File: src/rtl/seq_detect_1011_pkg.sv
// Shared types and constants for the 1011 serial pattern detector.
// The detector state encoding and the pattern value live here.
package seq_detect_1011_pkg;

  typedef enum logic [2:0] {
    IDLE  = 3'd0,
    S1    = 3'd1,
    S10   = 3'd2,
    S101  = 3'd3,
    S1011 = 3'd4
  } state_t;

  localparam logic [3:0] PATTERN = 4'b1011;

  // Each state names the longest pattern prefix that ends the sampled stream.
  function automatic state_t next_state(input state_t s, input logic d);
    state_t n;
    n = IDLE;
    case (s)
      IDLE:    n = d ? S1    : IDLE;
      S1:      n = d ? S1    : S10;
      S10:     n = d ? S101  : IDLE;
      S101:    n = d ? S1011 : S10;
      S1011:   n = d ? S1    : S10;
      default: n = IDLE;
    endcase
    return n;
  endfunction

endpackage

File: src/rtl/seq_detect_1011_sat_counter.sv
// Saturating up-counter with a registered all-ones flag.
// Once the count reaches all ones it holds until reset.
module sat_counter #(
  parameter int WIDTH = 4
) (
  input  logic             Clk,
  input  logic             Reset,
  input  logic             inc,
  output logic [WIDTH-1:0] count,
  output logic             sat
);

  localparam logic [WIDTH-1:0] MAX_VAL = '1;

  logic [WIDTH-1:0] count_reg;
  logic             sat_reg;

  always_ff @(posedge Clk or posedge Reset) begin
    if (Reset) begin
      count_reg <= '0;
      sat_reg   <= 1'b0;
    end else if (inc && !sat_reg) begin
      count_reg <= count_reg + 1'b1;
      // Flag rises on the same edge that the count becomes all ones.
      sat_reg   <= (count_reg == (MAX_VAL - 1'b1));
    end
  end

  assign count = count_reg;
  assign sat   = sat_reg;

endmodule

File: src/rtl/seq_detect_1011.sv
// Moore detector for the serial pattern 1011 with overlap, a saturating
// match counter and a four-bit history of sampled bits.
module seq_detect_1011
  import seq_detect_1011_pkg::*;
#(
  parameter int CNT_W = 4
) (
  input  logic             Clk,
  input  logic             Reset,
  input  logic             D,
  input  logic             En,
  output logic             Match,
  output logic [CNT_W-1:0] Count,
  output logic             Sat,
  output logic [3:0]       Last
);

  state_t     state_reg;
  state_t     state_next;
  logic       match_reg;
  logic [3:0] last_reg;
  logic       hit;

  always_comb begin
    state_next = next_state(state_reg, D);
    // One increment per entry into the match state.
    hit        = En && (state_next == S1011) && (state_reg != S1011);
  end

  always_ff @(posedge Clk or posedge Reset) begin
    if (Reset) begin
      state_reg <= IDLE;
      match_reg <= 1'b0;
      last_reg  <= 4'b0000;
    end else if (En) begin
      state_reg <= state_next;
      match_reg <= (state_next == S1011);
      last_reg  <= {last_reg[2:0], D};
    end
  end

  sat_counter #(
    .WIDTH(CNT_W)
  ) u_count (
    .Clk  (Clk),
    .Reset(Reset),
    .inc  (hit),
    .count(Count),
    .sat  (Sat)
  );

  assign Match = match_reg;
  assign Last  = last_reg;

endmodule

File: config.mk
export PLATFORM = sky130hd
export DESIGN_NAME = seq_detect_1011
export DESIGN_NICKNAME = d
export VERILOG_FILES = /design/src/rtl/seq_detect_1011_pkg.sv /design/src/rtl/seq_detect_1011_sat_counter.sv /design/src/rtl/seq_detect_1011.sv
export SDC_FILE = /design/constraint.sdc
export NUM_CORES = 1
export LEC_CHECK = 0
export CAP_MARGIN = 0
export CELL_PAD_IN_SITES_DETAIL_PLACEMENT = 0
export CELL_PAD_IN_SITES_GLOBAL_PLACEMENT = 2
export CORE_MARGIN = 2
export CORE_UTILIZATION = 29
export DETAILED_ROUTE_END_ITERATION = 7
export PLACE_DENSITY_LB_ADDON = 0.2
export RECOVER_POWER = 100
export SLEW_MARGIN = 20
export SYNTH_ARGS = -nofsm -noshare
export SYNTH_HDL_FRONTEND = slang
export SYNTH_SLANG_ARGS = --single-unit
File: constraint.sdc
create_clock -name Clk -period 1.55 [get_ports Clk]
set_clock_uncertainty 0.15 [all_clocks]
set_input_delay 0.31 -clock Clk [delete_from_list [all_inputs] [get_ports Clk]]
set_output_delay 0.31 -clock Clk [all_outputs]
set_load 0.02 [all_outputs]
## Word level (Yosys, flattened, before mapping)

Index checks and enable logic that the tools add are counted.

| cells by class | value |
|---|---|
| mux-type cells | 5 |
| add/subtract/negate cells | 1 |
| equal/unequal tests | 7 |
| reduce and logical (&&, ||, !) cells | 6 |

Operators by type and width:

| cell | number |
|---|---|
| $pmux W3 S4 | 1 |
| $eq A3 B2 Y1 const B | 2 |
| $eq A3 B3 Y1 const B | 2 |
| $add A4 B1 Y4 const B | 1 |
| $eq A4 B4 Y1 const B | 1 |
| $mux W2 | 2 |
| $eq A3 B1 Y1 const B | 1 |
| $logic_and A1 B1 Y1 | 3 |
| $logic_not A3 Y1 | 1 |
| $mux W3 | 1 |
| $ne A3 B3 Y1 const B | 1 |
| $reduce_or A2 Y1 | 1 |
| $logic_not A1 Y1 | 1 |
| $mux W1 | 1 |

| storage, ports and cells | value |
|---|---|
| word-level logic and storage cells | 24 |
| register bits after elaboration | 13 |

## Logic depth before layout (Yosys ltp)

| depth | value |
|---|---|
| word-level depth | 7 |
| mapped depth | 4 |
| mapped depth without buffers | 4 |

## By module

A second synthesis with hierarchy kept.

| unflattened totals | value |
|---|---|
| cells, all modules | 49 |
| area, all modules | 588.1 um2 |

By module, submodules not included:

| module | area each (um2) | sequential area each (um2) | times used | cells each |
|---|---|---|---|---|
| seq_detect_1011 | 360.3 | 200.2 | 1 | 31 |
| sat_counter | 227.7 | 125.1 | 1 | 18 |

## Worst setup path before layout

OpenSTA, ideal clock, no wires.

| path | value |
|---|---|
| path kind | register to register |
| start point | register state_reg[2] |
| end point | register u_count.count_reg[1], in the netlist u_count.count[1] |
| path slack | 229 ps |
| data required time | 1308 ps |
| library setup time | 92 ps |
| stages on the path, launching flop included | 4 |
| buffers on the path | 0 |
| arrival | 1080 ps |
| clock period less this slack | 1321 ps |
| path through | dfrtp_1 > nand2b_4 > or3_4 > o31ai_2 |

| on the way | value |
|---|---|
| longest elaborated chain between the ends | 7 |
| elaborated cells on any way between the ends | 12 |
| classes of those cells | 6 x eq/ne; 1 x mux; 5 x reduce/logical |

RTL lines:

| element | line | source |
|---|---|---|
| from (decl) | seq_detect_1011.sv:18 | `state_t state_reg;` |
| from (signal assigned) | seq_detect_1011.sv:36 | `state_reg <= state_next;` |
| $eq A3 B3 Y1 or $eq A3 B1 Y1 (tied branches) | seq_detect_1011_pkg.sv:19 | `case (s)` |
| $reduce_or A2 Y1 (no line) | - |  |
| $pmux W3 S4 | seq_detect_1011_pkg.sv:19 |  |
| $eq A3 B3 Y1 | seq_detect_1011.sv:27 | `hit = En && (state_next == S1011) && (state_reg != S1011);` |
| $logic_and A1 B1 Y1 | seq_detect_1011.sv:27 |  |
| $logic_and A1 B1 Y1 * | seq_detect_1011.sv:27 |  |
| $logic_and A1 B1 Y1 * | seq_detect_1011_sat_counter.sv:22 | `end else if (inc && !sat_reg) begin` |
| to (signal assigned) | seq_detect_1011_sat_counter.sv:23 | `count_reg <= count_reg + 1'b1;` |
| to (decl) | seq_detect_1011_sat_counter.sv:15 | `logic [WIDTH-1:0] count_reg;` |

Every way passes the cells marked *; elsewhere a longest branch is shown, timed or not.
A chain may end at the register's enable or synchronous reset.

## Final worst setup path

| path | value |
|---|---|
| start point | register u_count.sat_reg, in the netlist u_count.sat |
| end point | output port Sat |

RTL lines:

| element | line | source |
|---|---|---|
| from (decl) | seq_detect_1011_sat_counter.sv:16 | `logic sat_reg;` |
| from (signal assigned) | seq_detect_1011_sat_counter.sv:25 | `sat_reg <= (count_reg == (MAX_VAL - 1'b1));` |
| to (decl) | seq_detect_1011.sv:14 | `output logic Sat,` |

No word-level cell between the ends.

==> metrics.md <==
| Metric | Value |
|---|---|
| Run status | `finished, final reports clean` |
| Fraction of post-synthesis cell area in the top cell type by area | `0.5462` |
| Count of nets after finishing | `85` |
| Leakage power summed over all cells | `0.4098 nW` |
| Count of input and output buffers | `13` |
| Setup-failing EPs final | `0` |
| Warnings from Yosys | `0` |
| Post-layout minimum cycle time | `1473 ps` |
| Multiplexer share of the synthesized area | `0.05672` |
| Cell breakdown of the critical path | `clkdlybuf4s15_1` |
| Hold_ws | `335.0 ps` |
| WL final | `1.110 mm` |
| Relative slew margins | `0.5379` |
| R2R setup slack | `100 ps` |
| Core Util, Final | `0.4246` |
| Least setup slack across all paths after layout | `77.34 ps` |
| Proportion of layout cells with a drive suffix above 1 | `0.1923` |
| Distinct cells, synth | `23` |
| Number of post-CTS setup repair buffers | `0` |
| Synth Area in Compound Gates | `0.1282` |
| Area share of and/or/nand/nor cells after synthesis | `0.1239` |
| Max-slew violation count | `0` |
| RSZ-0062 raised after global routing | `no` |
| Post-detailed-route DRC marker count | `0` |
| Post-Syn Area per Cell | `11.24 um^2` |
| Overflow left after global routing | `0` |
| GRT Resource Usage Total | `0.1139` |
| Kind of capture point of the worst setup path | `output pin` |
| Post-Syn Area | `595.6 um^2` |
| Met3 capacity usage during global routing | `0.03067` |
| Type of the most critical hold path | `reg2reg` |
| Clock transition at the registers of the reported paths | `80 ps` |
| Initial antenna violation count | `0` |
| Vias post-DR | `471` |
| Dpl ws | `-167.9 ps` |
| Total power density per cell area | `1269 nW/um^2` |
| PostCTS Resize Cnt | `10` |
| DP Area | `822.0 um^2` |
| Vias in the first global route | `458` |
| Initial Utilization | `0.3067` |
| WL/cell | `10.57 um` |
| Instance count of the mapped netlist | `53` |
| Core ar. | `1942 um^2` |
| Detailed-routing iteration count for the pre-antenna-repair pass | `2` |
| Top cells by area, synth | `sky130_fd_sc_hd__dfrtp_1 55%, sky130_fd_sc_hd__mux2_1 5.7%, sky130_fd_sc_hd__inv_1 4.4%, sky130_fd_sc_hd__ha_1 4.2%, sky130_fd_sc_hd__xor2_1 2.9%` |
| Count of H-tree levels built during CTS | `1` |
| Achievable clock frequency | `0.6790 GHz` |
| Total number of clock tree sinks | `13` |
| Yosys reg bits | `13` |
| Transition time of the tightest slew-check pin | `693.2 ps` |
| Biggest fanout along the worst timing path | `4` |
| Area Overhead vs Synth | `38.45%` |
| Buffer type at the clock tree root | `sky130_fd_sc_hd__clkbuf_4` |
| Share of synthesized area occupied by flip-flops and latches | `0.5462` |
| Die width | `49.32 um` |
| Switching part of the total power | `0.3456` |
| Met2 usage | `0.1689` |
| Number of failing hold endpoints at the final stage | `0` |
| Count of standard-cell rows | `16` |
| GRT Max-Usage Layer | `met2` |
| Remaining antenna violation count after routing | `0` |
| Post-Synth Adder-Cell Area | `0.04202` |
| Required time of the critical path | `1090 ps` |
| Internal power | `0.6847 mW` |
| Biggest area consumer among synthesized cells | `sky130_fd_sc_hd__dfrtp_1` |
| Psw | `0.3616 mW` |
| CTS Buf Count | `3` |
| Critical Setup Path Class | `reg2out` |
| Clock power share | `0.200` |
| IR Drop Worst-Case VDD | `0.5460 mV` |
| Ant. Diodes | `0` |
| Die height | `49.32 um` |
| Clock network latency to the later pin of the worst-skew pair | `270 ps` |
| Post-synthesis share of cell area spent on xor and xnor gates | `0.04412` |
| Slowest Stage Delay on Critical Path | `400 ps` |
| Highest-delay cell along the critical path | `sky130_fd_sc_hd__dfrtp_1` |
| Number of buffer and inverter stages on the critical path | `1` |
| Last weighted congestion value of the routability-driven placer | `0.7246` |
| First-pass GRT wire length | `2.063 mm` |
| Area of the die | `2432 um^2` |
| Tcrit/Tclk final | `0.9501` |
| Share of power burned in registers | `0.421` |
| Primary FF master, synth | `sky130_fd_sc_hd__dfrtp_1` |
| Number of enable-type register cells in the synthesized netlist | `0` |
| Library cell with the highest instance count after synthesis | `sky130_fd_sc_hd__dfrtp_1` |
| Most frequent cells after synthesis | `13 x sky130_fd_sc_hd__dfrtp_1, 7 x sky130_fd_sc_hd__inv_1, 3 x sky130_fd_sc_hd__mux2_1, 3 x sky130_fd_sc_hd__o21ai_0, 3 x sky130_fd_sc_hd__o21ai_1` |
| Via count normalized by instance count | `4.486` |
| Net count after synthesis | `59` |
| Maximum number of pins on one net before global-route repair | `14` |
| Drt initial violations | `7` |
| DPL Wire Length | `850.3 um` |
| Post-cts hold buffer count | `0` |
| Data arrival time of the critical path | `1010 ps` |
| Clock tree from TritonCTS | `yes` |
| Ports placed on the boundary | `14` |
| Logic gate share of total power | `0.379` |
| Family with the most delay on the worst path | `flip-flops` |
| Met1 track demand over resource | `0.1456` |
| Largest family of logic cells by synthesized area | `compound AO/OA/AOI/OAI gates` |
| Max Cap Violations | `0` |
| Nature of the critical path startpoint | `flip-flop` |
| Summed area of non-filler cells in the final layout | `824.5 um^2` |
| Share of async-settable or async-resettable flops after synthesis | `1.000` |
| Clock Path Buffers | `2` |
## stage by stage
stage | std cells | TNS (ps) | power (mW)
6_report | 105 | 0 | 1.046
5_1_grt | 105 | 0 | 1.125
4_1_cts | 105 | 0 | 1.078
3_5_place_dp | 101 | -982.3 | 0.8996
3_3_place_gp | 101 | -884.0 | 0.8940
2_1_floorplan | 53 | 0 | 0.6720
## routing by layer
metal / vias up / wire [um]
met3: 2 / 44
met1: 229 / 558
met5: - / 0
li1: 231 / -
met4: 0 / 13
met2: 9 / 494
## logic make-up after synthesis
family | after synthesis
buf+inv | 9
xor+xnor | 3
flops | 13
mux | 3
simple gates | 11
compound gates | 12
fa+ha+maj | 2
## path summary, 6_finish.rpt
check / start / endpoint / depth (start not counted)
setup / recovery: u_count.sat / Sat / 1
hold reg to reg: u_count.count[3] / u_count.count[3] / 1
hold / removal: u_count.count[3] / u_count.count[3] / 1
setup reg to reg: state_reg[2] / u_count.count[1] / 3
min in group asynchronous: Reset / u_count.sat / 3
max in group asynchronous: Reset / state_reg[2] / 3
## power by group through the flow
stage                     Sequential, mW  Clock, mW  Combinational [mW]
after floorplan                    0.541          0               0.131
after global placement             0.451          0               0.443
after detailed placement           0.452          0               0.448
after CTS                          0.443      0.227               0.408
after global routing               0.453      0.234               0.439
final                              0.441      0.210               0.396
## placed cells by master (no fill, tap or decap)
cell	Yosys	routed
sky130_fd_sc_hd__dfrtp_1	13	13
sky130_fd_sc_hd__dlygate4sd2_1	0	9
sky130_fd_sc_hd__inv_1	7	7
sky130_fd_sc_hd__buf_4	0	7
sky130_fd_sc_hd__o21ai_0	3	4
sky130_fd_sc_hd__clkbuf_4	0	4
sky130_fd_sc_hd__mux2_1	3	3
sky130_fd_sc_hd__nand2_1	2	2
sky130_fd_sc_hd__o21ai_1	3	2
sky130_fd_sc_hd__nor3_1	2	2
sky130_fd_sc_hd__xor2_1	2	2
sky130_fd_sc_hd__nand3_1	2	2
sky130_fd_sc_hd__a21oi_1	2	2
sky130_fd_sc_hd__ha_1	2	2
sky130_fd_sc_hd__clkdlybuf4s50_1	0	2
sky130_fd_sc_hd__or3b_1	1	1
sky130_fd_sc_hd__nand2b_2	0	1
sky130_fd_sc_hd__a32o_1	1	1
sky130_fd_sc_hd__nand4b_1	1	1
sky130_fd_sc_hd__nor2_1	1	1
sky130_fd_sc_hd__xnor2_1	1	1
sky130_fd_sc_hd__or3_1	0	1
sky130_fd_sc_hd__o31ai_2	1	1
sky130_fd_sc_hd__inv_2	1	1
sky130_fd_sc_hd__o21bai_1	1	1
sky130_fd_sc_hd__o22ai_1	1	1
sky130_fd_sc_hd__clkinv_2	0	1
sky130_fd_sc_hd__dlygate4sd3_1	0	1
sky130_fd_sc_hd__clkdlybuf4s15_1	0	1
sky130_fd_sc_hd__clkbuf_1	0	1
## final cells by class
| cell class | count | area, um^2 |
|---|---|---|
| Fill cell | 216 | 1117 |
| Clock buffer | 3 | 22.52 |
| Timing Repair Buffer | 22 | 182.7 |
| Clock inverter | 1 | 5.005 |
| Tap cell | 27 | 33.78 |
| Inverter | 8 | 30.03 |
| Multi-Input combinational cell | 31 | 225.2 |
| Sequential cell | 13 | 325.3 |
No activity file was read; power rests on OpenSTA's default activity.
